**src/rtl/tv80_alu16_seq_if.sv**
```systemverilog
// Bundle of the request, response and ALU-side signals of the 16-bit ALU sequencer.
// slave = the sequencer itself; master = control stage plus the 8-bit ALU.
interface tv80_alu16_seq_if;
  logic        req_valid;
  logic        req_ready;
  logic [1:0]  req_op;
  logic [15:0] req_a;
  logic [15:0] req_b;
  logic [7:0]  req_f;

  logic [3:0]  alu_op;
  logic        alu_arith16;
  logic        alu_z16;
  logic [7:0]  alu_busa;
  logic [7:0]  alu_busb;
  logic [7:0]  alu_f_in;
  logic [7:0]  alu_q;
  logic [7:0]  alu_f_out;

  logic        rsp_valid;
  logic        rsp_ready;
  logic [15:0] rsp_result;
  logic [7:0]  rsp_flags;
  logic        busy;

  modport slave (
    input  req_valid, req_op, req_a, req_b, req_f, alu_q, alu_f_out, rsp_ready,
    output req_ready, alu_op, alu_arith16, alu_z16, alu_busa, alu_busb, alu_f_in,
           rsp_valid, rsp_result, rsp_flags, busy
  );

  modport master (
    output req_valid, req_op, req_a, req_b, req_f, alu_q, alu_f_out, rsp_ready,
    input  req_ready, alu_op, alu_arith16, alu_z16, alu_busa, alu_busb, alu_f_in,
           rsp_valid, rsp_result, rsp_flags, busy
  );
endinterface

```
**src/rtl/tv80_alu16_seq.sv**
```systemverilog
// Runs 16-bit ADD/ADC/SBC/SUB as two passes (low byte, then high byte) through the 8-bit ALU.
// Define TV80_ALU16_PIPE_EN to accept the next request in the same cycle a response retires.
module tv80_alu16_seq #(
  parameter int unsigned FLAG_C = 0,
  parameter int unsigned FLAG_H = 4
) (
  input logic             clk,
  input logic             reset,
  tv80_alu16_seq_if.slave bus
);

  typedef enum logic [1:0] {StIdle, StLo, StHi, StDone} state_e;

  localparam logic [1:0] OpAdd16 = 2'b00;
  localparam logic [1:0] OpAdc16 = 2'b01;
  localparam logic [1:0] OpSbc16 = 2'b10;
  localparam logic [1:0] OpSub16 = 2'b11;

  state_e      state_q, state_d;
  logic [1:0]  op_q;
  logic [15:0] a_q, b_q;
  logic [7:0]  f_q, tmp_f_q, flags_q;
  logic [15:0] result_q;
  logic        accept;

  always_comb begin
    state_d       = state_q;
    accept        = 1'b0;
    bus.req_ready = 1'b0;
    unique case (state_q)
      StIdle: begin
        bus.req_ready = 1'b1;
        if (bus.req_valid) begin
          accept  = 1'b1;
          state_d = StLo;
        end
      end
      StLo:   state_d = StHi;
      StHi:   state_d = StDone;
      StDone: begin
`ifdef TV80_ALU16_PIPE_EN
        bus.req_ready = bus.rsp_ready;
        if (bus.rsp_ready) begin
          if (bus.req_valid) begin
            accept  = 1'b1;
            state_d = StLo;
          end else begin
            state_d = StIdle;
          end
        end
`else
        if (bus.rsp_ready) state_d = StIdle;
`endif
      end
      default: state_d = StIdle;
    endcase
  end

  // DONE keeps driving the high-byte pass so the ALU inputs stay quiet until retire.
  always_comb begin
    bus.alu_op      = 4'b0000;
    bus.alu_arith16 = 1'b0;
    bus.alu_z16     = 1'b0;
    bus.alu_busa    = 8'h00;
    bus.alu_busb    = 8'h00;
    bus.alu_f_in    = 8'h00;
    if (state_q == StLo) begin
      bus.alu_busa    = a_q[7:0];
      bus.alu_busb    = b_q[7:0];
      bus.alu_f_in    = f_q;
      bus.alu_arith16 = (op_q == OpAdd16);
      unique case (op_q)
        OpAdd16: bus.alu_op = 4'b0000;
        OpAdc16: bus.alu_op = 4'b0001;
        OpSbc16: bus.alu_op = 4'b0011;
        OpSub16: bus.alu_op = 4'b0010;
      endcase
    end else if (state_q == StHi || state_q == StDone) begin
      // Carry-using ops chain the low-byte carry; Z16 folds in the low-byte Z.
      bus.alu_busa    = a_q[15:8];
      bus.alu_busb    = b_q[15:8];
      bus.alu_f_in    = tmp_f_q;
      bus.alu_op      = op_q[1] ? 4'b0011 : 4'b0001;
      bus.alu_arith16 = (op_q == OpAdd16);
      bus.alu_z16     = (op_q != OpAdd16);
    end
  end

  always_ff @(posedge clk) begin
    if (reset) begin
      state_q  <= StIdle;
      op_q     <= 2'b00;
      a_q      <= 16'h0000;
      b_q      <= 16'h0000;
      f_q      <= 8'h00;
      tmp_f_q  <= 8'h00;
      flags_q  <= 8'h00;
      result_q <= 16'h0000;
    end else begin
      state_q <= state_d;
      if (accept) begin
        op_q <= bus.req_op;
        a_q  <= bus.req_a;
        b_q  <= bus.req_b;
        f_q  <= bus.req_f;
      end
      if (state_q == StLo) begin
        result_q[7:0] <= bus.alu_q;
        tmp_f_q       <= bus.alu_f_out;
      end
      if (state_q == StHi) begin
        result_q[15:8] <= bus.alu_q;
        flags_q        <= bus.alu_f_out;
      end
    end
  end

  assign bus.rsp_valid  = (state_q == StDone);
  assign bus.rsp_result = result_q;
  assign bus.rsp_flags  = flags_q;
  assign bus.busy       = (state_q != StIdle);

  flag_index_ok: assert property (@(posedge clk)
    (FLAG_C < 8) && (FLAG_H < 8) && (FLAG_C != FLAG_H));

endmodule
```
**src/flat_wrapper.sv**
```systemverilog
// flat-port wrapper written by rule: the top's interface ports become plain ports
module tv80_alu16_seq_flat 
#(
  parameter int unsigned FLAG_C = 0,
  parameter int unsigned FLAG_H = 4
)
  (clk, reset, bus_req_valid, bus_req_op, bus_req_a, bus_req_b, bus_req_f, bus_alu_q, bus_alu_f_out, bus_rsp_ready, bus_req_ready, bus_alu_op, bus_alu_arith16, bus_alu_z16, bus_alu_busa, bus_alu_busb, bus_alu_f_in, bus_rsp_valid, bus_rsp_result, bus_rsp_flags, bus_busy);
  tv80_alu16_seq_if bus_i ();
  input logic clk;
  input logic reset;
  input wire logic [$bits(bus_i.req_valid)-1:0] bus_req_valid;
  input wire logic [$bits(bus_i.req_op)-1:0] bus_req_op;
  input wire logic [$bits(bus_i.req_a)-1:0] bus_req_a;
  input wire logic [$bits(bus_i.req_b)-1:0] bus_req_b;
  input wire logic [$bits(bus_i.req_f)-1:0] bus_req_f;
  input wire logic [$bits(bus_i.alu_q)-1:0] bus_alu_q;
  input wire logic [$bits(bus_i.alu_f_out)-1:0] bus_alu_f_out;
  input wire logic [$bits(bus_i.rsp_ready)-1:0] bus_rsp_ready;
  output wire logic [$bits(bus_i.req_ready)-1:0] bus_req_ready;
  output wire logic [$bits(bus_i.alu_op)-1:0] bus_alu_op;
  output wire logic [$bits(bus_i.alu_arith16)-1:0] bus_alu_arith16;
  output wire logic [$bits(bus_i.alu_z16)-1:0] bus_alu_z16;
  output wire logic [$bits(bus_i.alu_busa)-1:0] bus_alu_busa;
  output wire logic [$bits(bus_i.alu_busb)-1:0] bus_alu_busb;
  output wire logic [$bits(bus_i.alu_f_in)-1:0] bus_alu_f_in;
  output wire logic [$bits(bus_i.rsp_valid)-1:0] bus_rsp_valid;
  output wire logic [$bits(bus_i.rsp_result)-1:0] bus_rsp_result;
  output wire logic [$bits(bus_i.rsp_flags)-1:0] bus_rsp_flags;
  output wire logic [$bits(bus_i.busy)-1:0] bus_busy;
  assign bus_i.req_valid = bus_req_valid;
  assign bus_i.req_op = bus_req_op;
  assign bus_i.req_a = bus_req_a;
  assign bus_i.req_b = bus_req_b;
  assign bus_i.req_f = bus_req_f;
  assign bus_i.alu_q = bus_alu_q;
  assign bus_i.alu_f_out = bus_alu_f_out;
  assign bus_i.rsp_ready = bus_rsp_ready;
  assign bus_req_ready = bus_i.req_ready;
  assign bus_alu_op = bus_i.alu_op;
  assign bus_alu_arith16 = bus_i.alu_arith16;
  assign bus_alu_z16 = bus_i.alu_z16;
  assign bus_alu_busa = bus_i.alu_busa;
  assign bus_alu_busb = bus_i.alu_busb;
  assign bus_alu_f_in = bus_i.alu_f_in;
  assign bus_rsp_valid = bus_i.rsp_valid;
  assign bus_rsp_result = bus_i.rsp_result;
  assign bus_rsp_flags = bus_i.rsp_flags;
  assign bus_busy = bus_i.busy;
  tv80_alu16_seq #(.FLAG_C(FLAG_C), .FLAG_H(FLAG_H)) u_core (.clk(clk), .reset(reset), .bus(bus_i));
endmodule
```
**config.mk**
```make
export PLATFORM = sky130hd
export DESIGN_NAME = tv80_alu16_seq_flat
export DESIGN_NICKNAME = d
export VERILOG_FILES = /design/src/rtl/tv80_alu16_seq_if.sv /design/src/rtl/tv80_alu16_seq.sv /design/src/flat_wrapper.sv
export SDC_FILE = /design/constraint.sdc
export NUM_CORES = 1
export LEC_CHECK = 0
export BUFFER_PORTS_ARGS = -buffer_cell sky130_fd_sc_hd__buf_2
export CORE_MARGIN = 2
export CORE_UTILIZATION = 37
export DETAILED_ROUTE_END_ITERATION = 8
export GPL_ROUTABILITY_DRIVEN = 0
export SLEW_MARGIN = 0
export SYNTH_ARGS = -nofsm -noshare
export SYNTH_HDL_FRONTEND = slang
export SYNTH_SLANG_ARGS = --single-unit
```
**constraint.sdc**
```tcl
create_clock -name clk -period 2.1 [get_ports clk]
set_input_delay 0.42 -clock clk [delete_from_list [all_inputs] [get_ports clk]]
set_output_delay 0.42 -clock clk [all_outputs]
set_load 0.01 [all_outputs]
```
==> results of run 1 <==
[registers in the layout, indices dropped and copies added (netlist names)]
register	cells
u_core.f_q	8
u_core.op_q	2
u_core.b_q	16
u_core.state_q	2
u_core.tmp_f_q	8
u_core.bus.rsp_result	16
u_core.a_q	16
u_core.bus.rsp_flags	8
[worst max-delay path, stage by stage (launching register included)]
cell and delay [ns]:
dfxtp_2 0.35, ha_1 0.24, or2_4 0.30, mux2_2 0.27, buf_2 0.15
[Yosys cell counts]
| cell type | number | area share |
|---|---|---|
| o31ai_1 | 2 | 0.0048 |
| a22o_1 | 11 | 0.031 |
| buf_6 | 2 | 0.0072 |
| or4_1 | 1 | 0.0024 |
| and2_1 | 1 | 0.0020 |
| nor2_1 | 28 | 0.034 |
| clkbuf_1 | 9 | 0.011 |
| buf_2 | 15 | 0.024 |
| or2_1 | 1 | 0.0020 |
| mux2_2 | 1 | 0.0036 |
| dfxtp_1 | 76 | 0.49 |
| conb_1 | 1 | 0.0012 |
| buf_1 | 1 | 0.0012 |
| o21ai_0 | 13 | 0.021 |
| a21oi_1 | 50 | 0.080 |
| nand2b_1 | 8 | 0.016 |
| nor2b_1 | 2 | 0.0040 |
| inv_1 | 5 | 0.0060 |
| nor3_1 | 1 | 0.0016 |
| o21bai_1 | 1 | 0.0024 |
| ha_1 | 8 | 0.032 |
| mux2i_1 | 25 | 0.080 |
| nand2_1 | 112 | 0.13 |
| o21a_1 | 1 | 0.0024 |
| buf_4 | 3 | 0.0072 |
| or4b_1 | 1 | 0.0032 |
[cells by family (layout without fill, tap and decap cells)]
group / after synthesis / after routing
simple gates: 155 / 155
compound gates: 78 / 78
flops: 76 / 76
buf+inv: 35 / 145
mux: 26 / 26
fa+ha+maj: 8 / 8
other cells: 1 / 2
[power breakdown]
| part | switching (uW) | internal, uW | total (uW) |
|---|---|---|---|
| sequential | 151 | 1750 | 1900 |
| clock | 516 | 689 | 1210 |
| combinational | 1200 | 849 | 2040 |
[per-stage QoR]
stage | instances | util | total power, uW | cell area (sq um)
after detailed placement | 580 | 0.4588 | 3923 | 3770
after floorplan | 380 | - | 3294 | 3132
final | 595 | 0.4891 | 5153 | 4019
after global placement | 580 | 0.4588 | 3891 | 3770
after CTS | 595 | 0.4891 | 5225 | 4019
after global routing | 595 | 0.4891 | 5542 | 4019
[worst max-delay path by stage]
stage,endpoint,slack (ns),cells past startpoint
floorplan,bus_alu_op[0],0.29,6
global route,bus_alu_f_in[3],-0.01,6
finish,bus_alu_op[0],0.04,4
CTS,bus_alu_op[0],0.006,5
global placement,bus_alu_op[0],0.27,5
detailed placement,bus_alu_op[0],0.21,5
[timing repair]
| item | CTS | global route |
|---|---|---|
| pin swaps | 1 | 0 |
| setup buffers | 1 | 0 |
| gates cloned | 0 | 0 |
| setup endpoints to repair | 27 | 7 |
| resized for setup | 10 | 7 |
[layer usage]
metal  track usage  vias up
met5             0        -
met4       0.06429        0
met1        0.2130     1259
li1              -     1452
met2        0.2838       88
met3       0.05638        8
[cell type report]
type                       instances  area, sq um
clock buffer                      10        137.6
clock inverter                     4        75.07
fill                             816         4198
inverter                           5        18.77
multi-input combinational        269         1453
sequential                        76         1524
tap                              105        131.4
timing repair buffer             126        679.4
==> impl_metrics.toml, run 1 <==
[floorplan]
die_area_sq_mm = 0.009205
coreArea_sq_mm = 0.008217
num_rows = 33
fp.dieH_um = 95.95
die_w_um = 95.95
io_pins = 119
start_util = 0.3807

[grt]
antenna_found_initial = 0
grt_pass1_vias = 2687
grt_overflow = 0
grt_max_degree = 43
grt_pass1_wl_um = 12300
grtUsageTotal = 0.1735

[synth]
synth_top_family_by_area = "simple AND/OR/NAND/NOR gates"
synthMuxAreaShare = 0.08360
syn_area_sq_mm = 0.003128
ys_seq_area_frac = 0.4864
syn_avg_cell_area_sq_um = 8.253
yosys_warnings = 0
synth-simple-area-share = 0.1992
ys_ff_latch = 76
synth_compound_area_frac = 0.1412
synth_fa_ha_area_frac = 0.03200
synthCells = 379
synth.distinct_cells = 26
synth_xor_area_frac = 0

[critical_path]
crit_type = "register to primary output"
r2r-end = "u_core.b_q[12]"
crit_start = "u_core.state_q[1]"
setup.worst_path.start_class = "register"
worst_ep_required_time_ns = 1.68
r2r-start = "u_core.state_q[1]"
r2r_slack_ns = 0.31
worstPathMaxFanout = 7
endpoint_kind = "primary output"
critPathArrivalTime_ns = 1.64
worstRegToRegCells = 5

[placement]
io_buffers = 116
dp_hpwl_um = 5265
pre_cts_ws_ns = 0.2134

[detailed_routing]
ant_nets = 0
drt-wirelength-per-cell_um = 12.76
wl_met3_um = 644
vias = 2807
topRoutingLayerUsed = "met4"
met2_length_um = 3389
met1_length_um = 3482
drtPass1Iterations = 4
drtIter0Drc = 64
vias_per_cell = 4.718
drt-total-wl_um = 7594
drc = 0

[timing]
slew_headroom = 0.4594
clock_skew_ns = 0.009120
finalCritPeriodShare = 0.9795
finalMaxSlewViolations = 0
layout_setup_ws_ns = 0.04307
hold_viol = 0
fmax_mhz = 486.2
whs_ns = 0.3119
rsz0062_at_grt = "true"
period_minus_slack_ns = 2.057
setup_viol = 0
worstMarginPinSlew_ns = 0.8109
setup_tns_ns = 0

[hold_path]
whs_path_depth = 3
hp-class = "input pin to register"
holdPathEnd = "u_core.a_q[3]"
min_from = "bus_req_a[3]"

[outcome]
status = "complete, no violations"

[final_layout]
layout_common_cells = "116 x buf_2, 112 x nand2_1, 74 x dfxtp_1"
antenna_cells = 0
area_growth_pct = 28.48
nets = 557
drive_gt1_frac = 0.3041
final_common_cell = "buf_2"

[run]
cap_violations = 0

[clocking]
clockRootBuffer = "clkbuf_8"
clock_latency_ns = 0.34
cts_buffers = 9
numClockSinks = 76
postCtsHoldBufs = 0
htreeDepth = 3
cts_buffer_depth = 2
cts_tree = "built"
cts.clk_slew.worst_paths_ns = 0.08

[pwr]
irDropWorstVdd_mv = 0.5480
p_leak_uw = 0.001799
power.density_mw_per_mm2 = 1282
Power figures use the tool's default switching activity.
==> inputs of run 2 (changes only) <==
- BUFFER_PORTS_ARGS: -buffer_cell sky130_fd_sc_hd__buf_2 -> default
- DONT_BUFFER_PORTS: default -> 1
- PLACE_DENSITY: default -> 0.61
==> run 2 against run 1 <==
Total power decreased by 0.95%. Core utilization down 4.7 points. Sequential cell count stayed put. Maximum frequency rose by 1.2%. Global-route usage shrank 0.78 points. Non-clock buffer count decreased by 99. Register-to-register slack better by 0.20 ns. Design area down 9.6%. First-iteration DRC count rose by 6.3%.
==> impl_metrics.toml, run 2 (same netlist as run 1, synthesis figures left out) <==
[outcome]
status = "complete, no violations"

[timing]
finalCritPeriodShare = 0.9677
setup_viol = 0
period_minus_slack_ns = 2.032
clock_skew_ns = 0.007833
hold_viol = 0
fmax_mhz = 492.1
finalMaxSlewViolations = 0
whs_ns = 0.1429

[placement]
io_buffers = 0
dp_hpwl_um = 5161
place_inst = 479

[pwr]
p_leak_uw = 0.001370
switchingPower_uw = 1924
switching_share = 0.3770
irDropWorstVdd_mv = 0.5179
seqPwrFrac = 0.392
intPower_uw = 3180
clockPowerShare = 0.227
p_comb_frac = 0.381
power.density_mw_per_mm2 = 1405

[critical_path]
worstPathMaxFanout = 7
worstRegToRegCells = 5
r2r-end = "u_core.state_q[1]"
crit_path_cell_trace = "buf_4, ha_4, or2_4, mux2_2"
cp_num_buf_inv = 1
r2r_slack_ns = 0.51
worst_ep_required_time_ns = 1.68
crit_family = "flip-flops"
setup.worst_path.start_class = "register"
crit_type = "register to primary output"
critPathArrivalTime_ns = 1.61
path_depth = 4
r2r-start = "u_core.state_q[0]"
cpMaxStageDelayCell = "dfxtp_4"
endpoint_kind = "primary output"
cpPeakStageDelay_ns = 0.37

[floorplan]
coreArea_sq_mm = 0.008217
start_util = 0.3807
num_rows = 33
die_w_um = 95.95
io_pins = 119
die_area_sq_mm = 0.009205
fp.dieH_um = 95.95

[clocking]
clock_latency_ns = 0.35
cts.clk_slew.worst_paths_ns = 0.08
cts_buffers = 9
clockRootBuffer = "clkbuf_8"
cts_buffer_depth = 2
numClockSinks = 76
htreeDepth = 3
postCtsHoldBufs = 0
cts_tree = "built"

[detailed_routing]
drc = 0
vias_per_cell = 5.054
drtPass1Iterations = 4
drtIter0Drc = 68
drt-wirelength-per-cell_um = 15.49
ant_nets = 0
vias = 2517
drt-total-wl_um = 7712

[final_layout]
utilization = 0.4421
layout_common_cells = "112 x nand2_1, 74 x dfxtp_1, 50 x a21oi_1"
antenna_cells = 0
drive_gt1_frac = 0.1476
final_common_cell = "nand2_1"
instances_no_fill = 498
nets = 458
area_growth_pct = 16.12

[run]
cap_violations = 0

[grt]
antenna_found_initial = 0
grt_pass1_vias = 2481
grtUsageTotal = 0.1657
grt_pass1_wl_um = 11750
grt_overflow = 0
grt_max_degree = 79

[hold_path]
holdPathEnd = "u_core.bus.rsp_result[4]"
hp-class = "input pin to register"
min_from = "reset"
whs_path_depth = 1
run 2: changes by cell type in the layout (fill, tap and decap cells not counted), sizes merged:
| cell | delta |
|---|---|
| clkbuf | +1 |
| clkinv | +1 |
| buf | -100 |
| inv | +2 |
| bufinv | -1 |
run 2: worst max-delay path by stage:
| stage | from | endpoint | slack [ns] |
|---|---|---|---|
| floorplan | u_core.state_q[0] | bus_alu_op[0] | 0.29 |
| global placement | u_core.state_q[0] | bus_alu_f_in[2] | 0.16 |
| detailed placement | u_core.state_q[0] | bus_alu_f_in[2] | 0.08 |
| CTS | u_core.state_q[0] | bus_alu_op[0] | -0.001 |
| global route | u_core.state_q[1] | bus_alu_f_in[3] | -0.0002 |
| finish | u_core.state_q[1] | bus_alu_op[0] | 0.07 |
run 2: final cells by class:
class	count	area [sq um]
Clock buffer	10	137.6
Sequential cell	76	1529
Tap cell	105	131.4
Multi-Input combinational cell	269	1508
Fill cell	829	4584
Timing Repair Buffer	27	236.5
Clock inverter	6	71.32
Inverter	5	18.77
run 2: per-layer routing:
metal,part of all wire,vias to the layer above,GRT usage
met5,0,-,0
met4,0.012,0,0.05357
met3,0.096,8,0.06500
met2,0.46,91,0.2821
met1,0.43,1161,0.1904
li1,-,1257,-
run 2: repair_timing:
action                                  CTS  global route
gates cloned                              0             1
setup buffers                             0             2
pin swaps                                 0             4
gates resized for setup                  13            16
endpoints found under the setup margin   24            15
run 2: power by group through the flow:
stage	Clock [uW]	Combinational [uW]	Sequential, uW
final	1160	1950	2000
after global routing	1260	2180	2040
after CTS	1200	1810	1980
after detailed placement	0	1760	2000
after global placement	0	1720	1990
after floorplan	0	1340	1950
run 2: metrics by stage:
stage / instance area, sq um / TNS (ns) / power, uW / worst slack (ns)
floorplan: 3132 / 0 / 3294 / 0.2935
global placement: 3301 / 0 / 3707 / 0.1551
detailed placement: 3301 / 0 / 3756 / 0.08280
CTS: 3540 / -0.0009797 / 4995 / -0.0009797
global route: 3632 / -0.0003385 / 5487 / -0.0001831
finish: 3632 / 0 / 5104 / 0.06777
==> inputs of run 3 (changes only) <==
- CORE_ASPECT_RATIO: default -> 0.8
==> run 3 against run 2 <==
Total power is 1.1% higher. Clock skew is 0.0028 ns higher. Sequential power hardly changed. Critical path type unchanged. Critical endpoint is now bus_alu_busa[7].
==> impl_metrics.toml, run 3 (same netlist as run 1, synthesis figures left out) <==
[pwr]
irDropWorstVdd_mv = 0.7450
p_leak_uw = 0.001388
power.density_mw_per_mm2 = 1411

[clocking]
clockRootBuffer = "clkbuf_8"
cts_tree = "built"
numClockSinks = 76
postCtsHoldBufs = 0
cts.clk_slew.worst_paths_ns = 0.08
cts_buffers = 9
htreeDepth = 3
cts_buffer_depth = 2
clock_latency_ns = 0.34

[hold_path]
hp-class = "input pin to register"

[grt]
grt_pass1_wl_um = 11920
grt_pass1_vias = 2331
antenna_found_initial = 0
grtUsageTotal = 0.1662
grt_max_degree = 79
grt_overflow = 0

[final_layout]
nets = 455
area_growth_pct = 16.92
utilization = 0.4540
final_common_cell = "nand2_1"
multi_input_area_sq_mm = 0.001514
fillers = 819
antenna_cells = 0
design_area_sq_mm = 0.003657
seq_area_sq_mm = 0.001529
layout_common_cells = "112 x nand2_1, 74 x dfxtp_1, 50 x a21oi_1"
drive_gt1_frac = 0.1385

[timing]
finalMaxSlewViolations = 0
hold_viol = 0
setup_viol = 0
clock_skew_ns = 0.01064
fmax_mhz = 489.1
setup_tns_ns = 0
rsz0062_at_grt = "true"
period_minus_slack_ns = 2.045
finalCritPeriodShare = 0.9736

[detailed_routing]
drt-total-wl_um = 7546
drtPass1Iterations = 4
vias_per_cell = 4.994
drc = 0
drtIter0Drc = 172
drt-wirelength-per-cell_um = 15.15
vias = 2487
ant_nets = 0

[critical_path]
endpoint_kind = "primary output"
worst_ep_required_time_ns = 1.68
crit_path_cell_trace = "clkinvlp_4, ha_4, or2_4, nand2_1, o21ai_0, buf_4"
crit_family = "flip-flops"
cp_num_buf_inv = 2
cpMaxStageDelayCell = "dfxtp_4"
critPathArrivalTime_ns = 1.62
setup.worst_path.start_class = "register"
cpPeakStageDelay_ns = 0.38
crit_type = "register to primary output"
worstPathMaxFanout = 7

[floorplan]
fp.dieH_um = 86.24
coreArea_sq_mm = 0.008055
die_area_sq_mm = 0.009210
io_pins = 119
num_rows = 29
die_w_um = 106.8
start_util = 0.3883

[placement]
dp_hpwl_um = 5041
place_area_sq_mm = 0.003302
io_buffers = 0

[run]
cap_violations = 0

[outcome]
status = "complete, no violations"
## run 3: changes by cell type in the layout (fill, tap and decap cells not counted), moves of 2 or more
cell and change:
a22o_1 -4, a22o_4 +4, buf_4 -5, inv_2 -2, inv_6 -2, nand2b_1 +2, nand2b_4 -2, o21ai_0 +4
o21ai_1 -3
## run 3: layer usage
layer,global-route usage,vias up,part of all wire
met5,0,-,0
met4,0.06139,0,0.013
met2,0.2611,73,0.47
met1,0.2109,1159,0.45
met3,0.06090,9,0.069
li1,-,1246,-
## run 3: worst paths after layout
kind                     start                 to  slack [ns]  cells after the start
max          u_core.state_q[0]    bus_alu_busa[7]        0.06                      6
min                      reset     u_core.a_q[11]        0.13                      1
max reg2reg  u_core.state_q[0]  u_core.state_q[0]        0.34                      6
min reg2reg     u_core.a_q[13]     u_core.a_q[13]        0.45                      2
## run 3: stage by stage
stage	worst slack, ns	std cells	power [uW]	hold WS, ns
finish	0.05543	498	5159	0.1338
global route	-0.02182	498	5513	0.1026
CTS	-0.01239	497	5096	0.1184
detailed placement	0.1304	480	3734	0.4403
global placement	0.1922	480	3689	0.4361
floorplan	0.2935	380	3294	0.4360
## run 3: cell type report
cell class,instances,share of cell area
Clock buffer,10,0.03490
Timing Repair Buffer,24,0.06500
Tap cell,108,0.03695
Clock inverter,6,0.02429
Inverter,5,0.006842
Multi-Input combinational cell,269,0.4140
Sequential cell,76,0.4181
## run 3: what timing repair did
action / CTS / global route
gates cloned: 1 / 0
gates resized for setup: 9 / 18
pin swaps: 0 / 3
buffers inserted: 0 / 1
setup endpoints to repair: 27 / 26
hold endpoints to repair: 0 / 0
## run 3: power breakdown
part           leakage [uW]  internal, uW  total (uW)  switching [uW]
combinational      0.000663           853        1950            1100
sequential         0.000623          1760        2000             239
clock              0.000102           669        1210             537
total               0.00139          3280        5160            1880
